## src/rtl/csa_pipe_addsub.sv

```systemverilog
`timescale 1ns/1ps
`default_nettype none
// ============================================================================
// Module   : csa_pipe_addsub
// Brief    : Two-stage pipelined carry-select adder/subtractor with flags and
//            a valid/ready handshake (2 beats of buffering).
// Revision : 1.0 - initial release
// ============================================================================
module csa_pipe_addsub #(
    parameter int WIDTH = 32,
    parameter int SEG_W = 8
) (
    input  logic             clock,
    input  logic             reset,
    input  logic             in_valid,
    output logic             in_ready,
    input  logic [WIDTH-1:0] a,
    input  logic [WIDTH-1:0] b,
    input  logic             cin,
    input  logic             op,
    output logic             out_valid,
    input  logic             out_ready,
    output logic [WIDTH-1:0] sum,
    output logic             cout,
    output logic             ovf,
    output logic             zero
);

    localparam int NSEG = WIDTH / SEG_W;

    generate
        if (((WIDTH % SEG_W) != 0) || (NSEG < 2)) begin : g_bad_cfg
            $error("csa_pipe_addsub: WIDTH must be a multiple of SEG_W and WIDTH/SEG_W must be >= 2");
        end
    endgenerate

    // ------------------------------------------------------------------------
    // Handshake
    // ------------------------------------------------------------------------
    logic r_s1_valid;
    logic r_out_valid;
    logic w_s2_free;
    logic w_s1_adv;
    logic w_in_fire;

    assign w_s2_free = !r_out_valid || out_ready;
    assign w_s1_adv  = r_s1_valid && w_s2_free;
    assign in_ready  = !r_s1_valid || w_s2_free;
    assign w_in_fire = in_valid && in_ready;

    // ------------------------------------------------------------------------
    // Stage 1: segment 0 with the real carry-in, upper segments speculatively
    // ------------------------------------------------------------------------
    logic [WIDTH-1:0]               w_bx;
    logic                           w_cx;
    logic [SEG_W:0]                 w_lo;
    logic [NSEG-1:1][SEG_W-1:0]     w_p0;
    logic [NSEG-1:1][SEG_W-1:0]     w_p1;
    logic [NSEG-1:1]                w_c0;
    logic [NSEG-1:1]                w_c1;

    assign w_bx = op ? ~b : b;
    assign w_cx = op | cin;
    assign w_lo = {1'b0, a[SEG_W-1:0]} + {1'b0, w_bx[SEG_W-1:0]} + {{SEG_W{1'b0}}, w_cx};

    generate
        for (genvar k = 1; k < NSEG; k++) begin : g_seg
            logic [SEG_W:0] w_t0;
            logic [SEG_W:0] w_t1;

            assign w_t0 = {1'b0, a[k*SEG_W +: SEG_W]} + {1'b0, w_bx[k*SEG_W +: SEG_W]};
            assign w_t1 = {1'b0, a[k*SEG_W +: SEG_W]} + {1'b0, w_bx[k*SEG_W +: SEG_W]}
                        + {{SEG_W{1'b0}}, 1'b1};
            assign w_p0[k] = w_t0[SEG_W-1:0];
            assign w_c0[k] = w_t0[SEG_W];
            assign w_p1[k] = w_t1[SEG_W-1:0];
            assign w_c1[k] = w_t1[SEG_W];
        end
    endgenerate

    logic [SEG_W-1:0]               r_s1_p_lo;
    logic                           r_s1_c_lo;
    logic [NSEG-1:1][SEG_W-1:0]     r_s1_p0;
    logic [NSEG-1:1][SEG_W-1:0]     r_s1_p1;
    logic [NSEG-1:1]                r_s1_c0;
    logic [NSEG-1:1]                r_s1_c1;
    logic                           r_s1_a_msb;
    logic                           r_s1_bx_msb;

    always_ff @(posedge clock or posedge reset) begin
        if (reset) begin
            r_s1_valid  <= 1'b0;
            r_s1_p_lo   <= '0;
            r_s1_c_lo   <= 1'b0;
            r_s1_p0     <= '0;
            r_s1_p1     <= '0;
            r_s1_c0     <= '0;
            r_s1_c1     <= '0;
            r_s1_a_msb  <= 1'b0;
            r_s1_bx_msb <= 1'b0;
        end else begin
            if (w_in_fire) begin
                r_s1_valid <= 1'b1;
            end else if (w_s1_adv) begin
                r_s1_valid <= 1'b0;
            end

            if (w_in_fire) begin
                r_s1_p_lo   <= w_lo[SEG_W-1:0];
                r_s1_c_lo   <= w_lo[SEG_W];
                r_s1_p0     <= w_p0;
                r_s1_p1     <= w_p1;
                r_s1_c0     <= w_c0;
                r_s1_c1     <= w_c1;
                r_s1_a_msb  <= a[WIDTH-1];
                r_s1_bx_msb <= w_bx[WIDTH-1];
            end
        end
    end

    // ------------------------------------------------------------------------
    // Stage 2: resolve segment carries through the mux chain, select sums
    // ------------------------------------------------------------------------
    logic [NSEG-1:0]  w_carry;
    logic [WIDTH-1:0] w_sum_nxt;
    logic             w_ovf_nxt;
    logic             w_zero_nxt;

    always_comb begin
        w_carry   = '0;
        w_sum_nxt = '0;
        w_carry[0]             = r_s1_c_lo;
        w_sum_nxt[SEG_W-1:0]   = r_s1_p_lo;
        for (int k = 1; k < NSEG; k++) begin
            w_sum_nxt[k*SEG_W +: SEG_W] = w_carry[k-1] ? r_s1_p1[k] : r_s1_p0[k];
            w_carry[k]                  = w_carry[k-1] ? r_s1_c1[k] : r_s1_c0[k];
        end
    end

    assign w_ovf_nxt  = (r_s1_a_msb == r_s1_bx_msb) && (w_sum_nxt[WIDTH-1] != r_s1_a_msb);
    assign w_zero_nxt = ~|w_sum_nxt;

    logic [WIDTH-1:0] r_sum;
    logic             r_cout;
    logic             r_ovf;
    logic             r_zero;

    // Output register only reloads when free, so a stalled result stays put.
    always_ff @(posedge clock or posedge reset) begin
        if (reset) begin
            r_out_valid <= 1'b0;
            r_sum       <= '0;
            r_cout      <= 1'b0;
            r_ovf       <= 1'b0;
            r_zero      <= 1'b0;
        end else if (w_s2_free) begin
            r_out_valid <= r_s1_valid;
            if (r_s1_valid) begin
                r_sum  <= w_sum_nxt;
                r_cout <= w_carry[NSEG-1];
                r_ovf  <= w_ovf_nxt;
                r_zero <= w_zero_nxt;
            end
        end
    end

    assign out_valid = r_out_valid;
    assign sum       = r_sum;
    assign cout      = r_cout;
    assign ovf       = r_ovf;
    assign zero      = r_zero;

endmodule
`default_nettype wire

```

## config.mk

```make
export PLATFORM = sky130hd
export DESIGN_NAME = csa_pipe_addsub
export DESIGN_NICKNAME = d
export VERILOG_FILES = /design/src/rtl/csa_pipe_addsub.sv
export SDC_FILE = /design/constraint.sdc
export NUM_CORES = 1
export LEC_CHECK = 0
export ABC_AREA = 1
export CAP_MARGIN = 10
export CORE_MARGIN = 1
export CORE_UTILIZATION = 39
export CTS_CLUSTER_DIAMETER = 50
export DETAILED_ROUTE_END_ITERATION = 10
export PLACE_DENSITY = 0.65
export SLEW_MARGIN = 20
export SYNTH_ARGS = -nofsm -noshare
export SYNTH_HDL_FRONTEND = slang
export SYNTH_SLANG_ARGS = --single-unit
```

## constraint.sdc

```tcl
create_clock -name clock -period 3.6 [get_ports clock]
set_input_delay 0.72 -clock clock [delete_from_list [all_inputs] [get_ports clock]]
set_output_delay 0.72 -clock clock [all_outputs]
set_load 0.005 [all_outputs]
```

==> results.sh <==
export IMPL_syn_inst=840
export IMPL_synth_ff_type="dfrtp_1"
export IMPL_hold_buffers=0
export IMPL_critPathMaxStageDelay_ps=490
export IMPL_grt_antenna_before_repair=0
export IMPL_drc=0
export IMPL_crit_family="buffers and inverters"
export IMPL_drive_gt1_share_pct=4.984
export IMPL_dr_pass1_iters=5
export IMPL_synth_most_common_cell="nand2_1"
export IMPL_yosys_area_top_type_share_pct=40.21
export IMPL_h_tree_depth=3
export IMPL_rsz0062_at_grt="false"
export IMPL_drt_iter0_markers=353
export IMPL_wl_met2_mm=6.664
export IMPL_ant_nets=0
export IMPL_syn_area_um2=6347
export IMPL_critPathLaunchType="primary input"
export IMPL_io_pins=107
export IMPL_ys_top_cells_by_area="dfrtp_1 40%, nand2_1 15%, ha_1 7.1%"
export IMPL_route_met3_wl_um=428
export IMPL_post_cts_resized=0
export IMPL_grt_max_degree=68
export IMPL_portBuffers=106
export IMPL_initial_core_util_pct=39.96
export IMPL_skew_ps=10.76
export IMPL_met1_length_mm=6.495
export IMPL_clk_path_buf_depth=2
export IMPL_synth_edf_count=0
export IMPL_grt_pass1_wl_mm=23.49
export IMPL_n_antenna_cell=0
export IMPL_die_h_um=129.6
export IMPL_gp_congestion=0.8308
export IMPL_drt_vias_per_instance=4.708
export IMPL_numClockSinks=102
export IMPL_ys_types=40
export IMPL_path_depth=13
export IMPL_overflow=0
export IMPL_min_path_cells=2
export IMPL_cts_tree="yes"
export IMPL_core_um2=15890
export IMPL_total_power_mw=4.407
export IMPL_peakVddDrop_v=0.0002325
export IMPL_cp_data_required_time_ps=3840
export IMPL_cp_max_fo=14
export IMPL_finalHoldViolCount=0
export IMPL_layout_min_cycle_time_ps=2962
export IMPL_syn_nets=951
export IMPL_detailed_place_hpwl_mm=10.35
export IMPL_status="finished clean"
export IMPL_clock_latency_ps=340
export IMPL_num_rows=46
export IMPL_grt_pass1_vias=5034
export IMPL_numCtsBuffers=9
export IMPL_r2r_cells=11
export IMPL_async_reset_ff_share_pct=100.0
export IMPL_place_ws_ps=232.7
export IMPL_slowest_stage="fa_1"
export IMPL_leakagePower_nw=3.907
export IMPL_wl_per_cell_um=11.83
export IMPL_wl_mm=13.71
export IMPL_synth_common_cells="261 x nand2_1, 102 x dfrtp_1, 97 x inv_1"
export IMPL_p_per_area_nw_per_um2=555.3
export IMPL_fin_tns_setup_ps=0
export IMPL_ys_seq_area_share_pct=40.21
export IMPL_worst_slew_pin_slew_ps=856.0
export IMPL_timing_fmax_mhz=337.6
export IMPL_setup_ws_ps=637.8
export IMPL_die_w_um=129.6
export IMPL_drv_slew=0
export IMPL_cp_arrival_ps=3200
export IMPL_drv_cap=0
export IMPL_path_class="in -> reg"
export IMPL_synth_area_per_cell_um2=7.556
export IMPL_slew_headroom_pct=42.85
export IMPL_clkTransAtPathRegs_ps=70
export IMPL_yosys_register_bits=102
export IMPL_die_area_um2=16790
export IMPL_vias=5456
export IMPL_grt_usage_pct=17.66
export IMPL_post_cts_setup_buffers=0
export IMPL_finalSetupViolations=0
export IMPL_nNetsFinal=1050
export IMPL_finalCritPeriodShare_pct=82.28
export IMPL_syn_to_final_growth_pct=25.03
export IMPL_cp_num_buf_inv=4
export IMPL_yosysWarnings=0
export IMPL_top_layer="met4"
export IMPL_cp_end_kind="flip-flop"
export IMPL_synth_top_cell_by_area="dfrtp_1"
export IMPL_worstPathCellList="buf_2 > buf_4 > xnor2_1 > fa_1 > inv_1 > ha_1 > inv_1 > nor2_1 > nand3_1 > nor2_1 > nand4_1 > nand3_1 > nand2_1"
export IMPL_cts_root_buffer="clkbuf_16"
export IMPL_hold_class="reg -> reg"
[sequential cells by signal, indices dropped and copies added, names as in the netlist]
name / cells
ovf: 1
r_s1_bx_msb: 1
out_valid: 1
r_s1_c_lo: 1
r_s1_p_lo: 8
cout: 1
r_s1_valid: 1
r_s1_c0: 3
r_s1_p1: 24
r_s1_c1: 3
sum: 32
r_s1_a_msb: 1
r_s1_p0: 24
zero: 1
[layer usage]
layer | track usage, % | vias to the layer above
met1 | 23.04 | 2480
met4 | 5.814 | 0
met5 | 0 | -
met3 | 2.477 | 7
met2 | 30.07 | 81
li1 | - | 2888
[worst register-to-register path: stages (launching register included)]
cell,delay (ps)
dfrtp_1,610
inv_2,150
nand2_2,110
nand2_4,130
nand2_1,140
nand2_4,150
or2_1,250
o21ai_1,110
nand2_1,70
nor2_1,130
nand3_1,100
nand2_1,60
[power by group]
part           switching (mW)  internal, mW  total (mW)  leakage, nW
registers               0.184          1.50        1.69         1.24
logic                   0.903         0.785        1.69         2.51
clock network           0.426         0.609        1.03        0.153
[kinds of logic (layout without fill, tap and decap cells)]
kind of cell             count (synthesis)  count (layout)  share of synthesized area, %
AND/OR/NAND/NOR                        404             404                         26.34
adder cells (fa/ha/maj)                 41              41                         8.673
flip-flops                             102             102                         40.21
XOR/XNOR                                39              39                         5.500
AO/OA/AOI/OAI                          126             126                         11.22
buffers and inverters                  128             231                         8.062
[through the flow]
step	cells	utilization, %	instance area, um2	hold slack (ps)
after floorplan	840	-	6347	445.5
after global placement	1144	48.00	7625	453.7
after detailed placement	1144	48.00	7625	462.4
after CTS	1159	49.96	7936	479.7
after global routing	1159	49.96	7936	502.9
final	1159	49.96	7936	473.6
[placed cells by master (no fill, tap or decap), types with 3 or more instances in the layout]
master             n
o21ai_1            8
nand4_1           11
o21ai_2            6
clkbuf_16          9
inv_1             96
nand3b_1           6
dfrtp_1          102
nand3_1           49
buf_4              7
o21ai_0           62
o21bai_1           5
a21oi_1           20
inv_2              4
ha_1              36
clkdlybuf4s50_1  105
a31oi_1            5
nor2_1            62
o22ai_1           10
o31ai_1            3
fa_1               5
nand2_2            6
nor3_1             3
nand2_1          260
xnor2_1            7
xor2_1            31
[path summary, 6_finish.rpt]
path	from	end	slack (ps)
worst max-delay path	op	r_s1_c1[1]	640
worst min-delay path	sum[9]	sum[9]	470
worst max register to register	r_s1_c_lo	zero	1530
worst min register to register	sum[9]	sum[9]	470
max in group asynchronous	reset	r_s1_p0[22]	2110
min in group asynchronous	reset	sum[23]	800
[area by class of cell]
cell class	instances	area (um2)
fill	1618	7949
multi-input combinational	610	3286
sequential	102	2552
timing repair buffer	114	1129
inverter	102	387.9
tap	216	270.3
clock buffer	10	229.0
clock inverter	5	82.58
No activity file was read; power rests on OpenSTA's default activity.
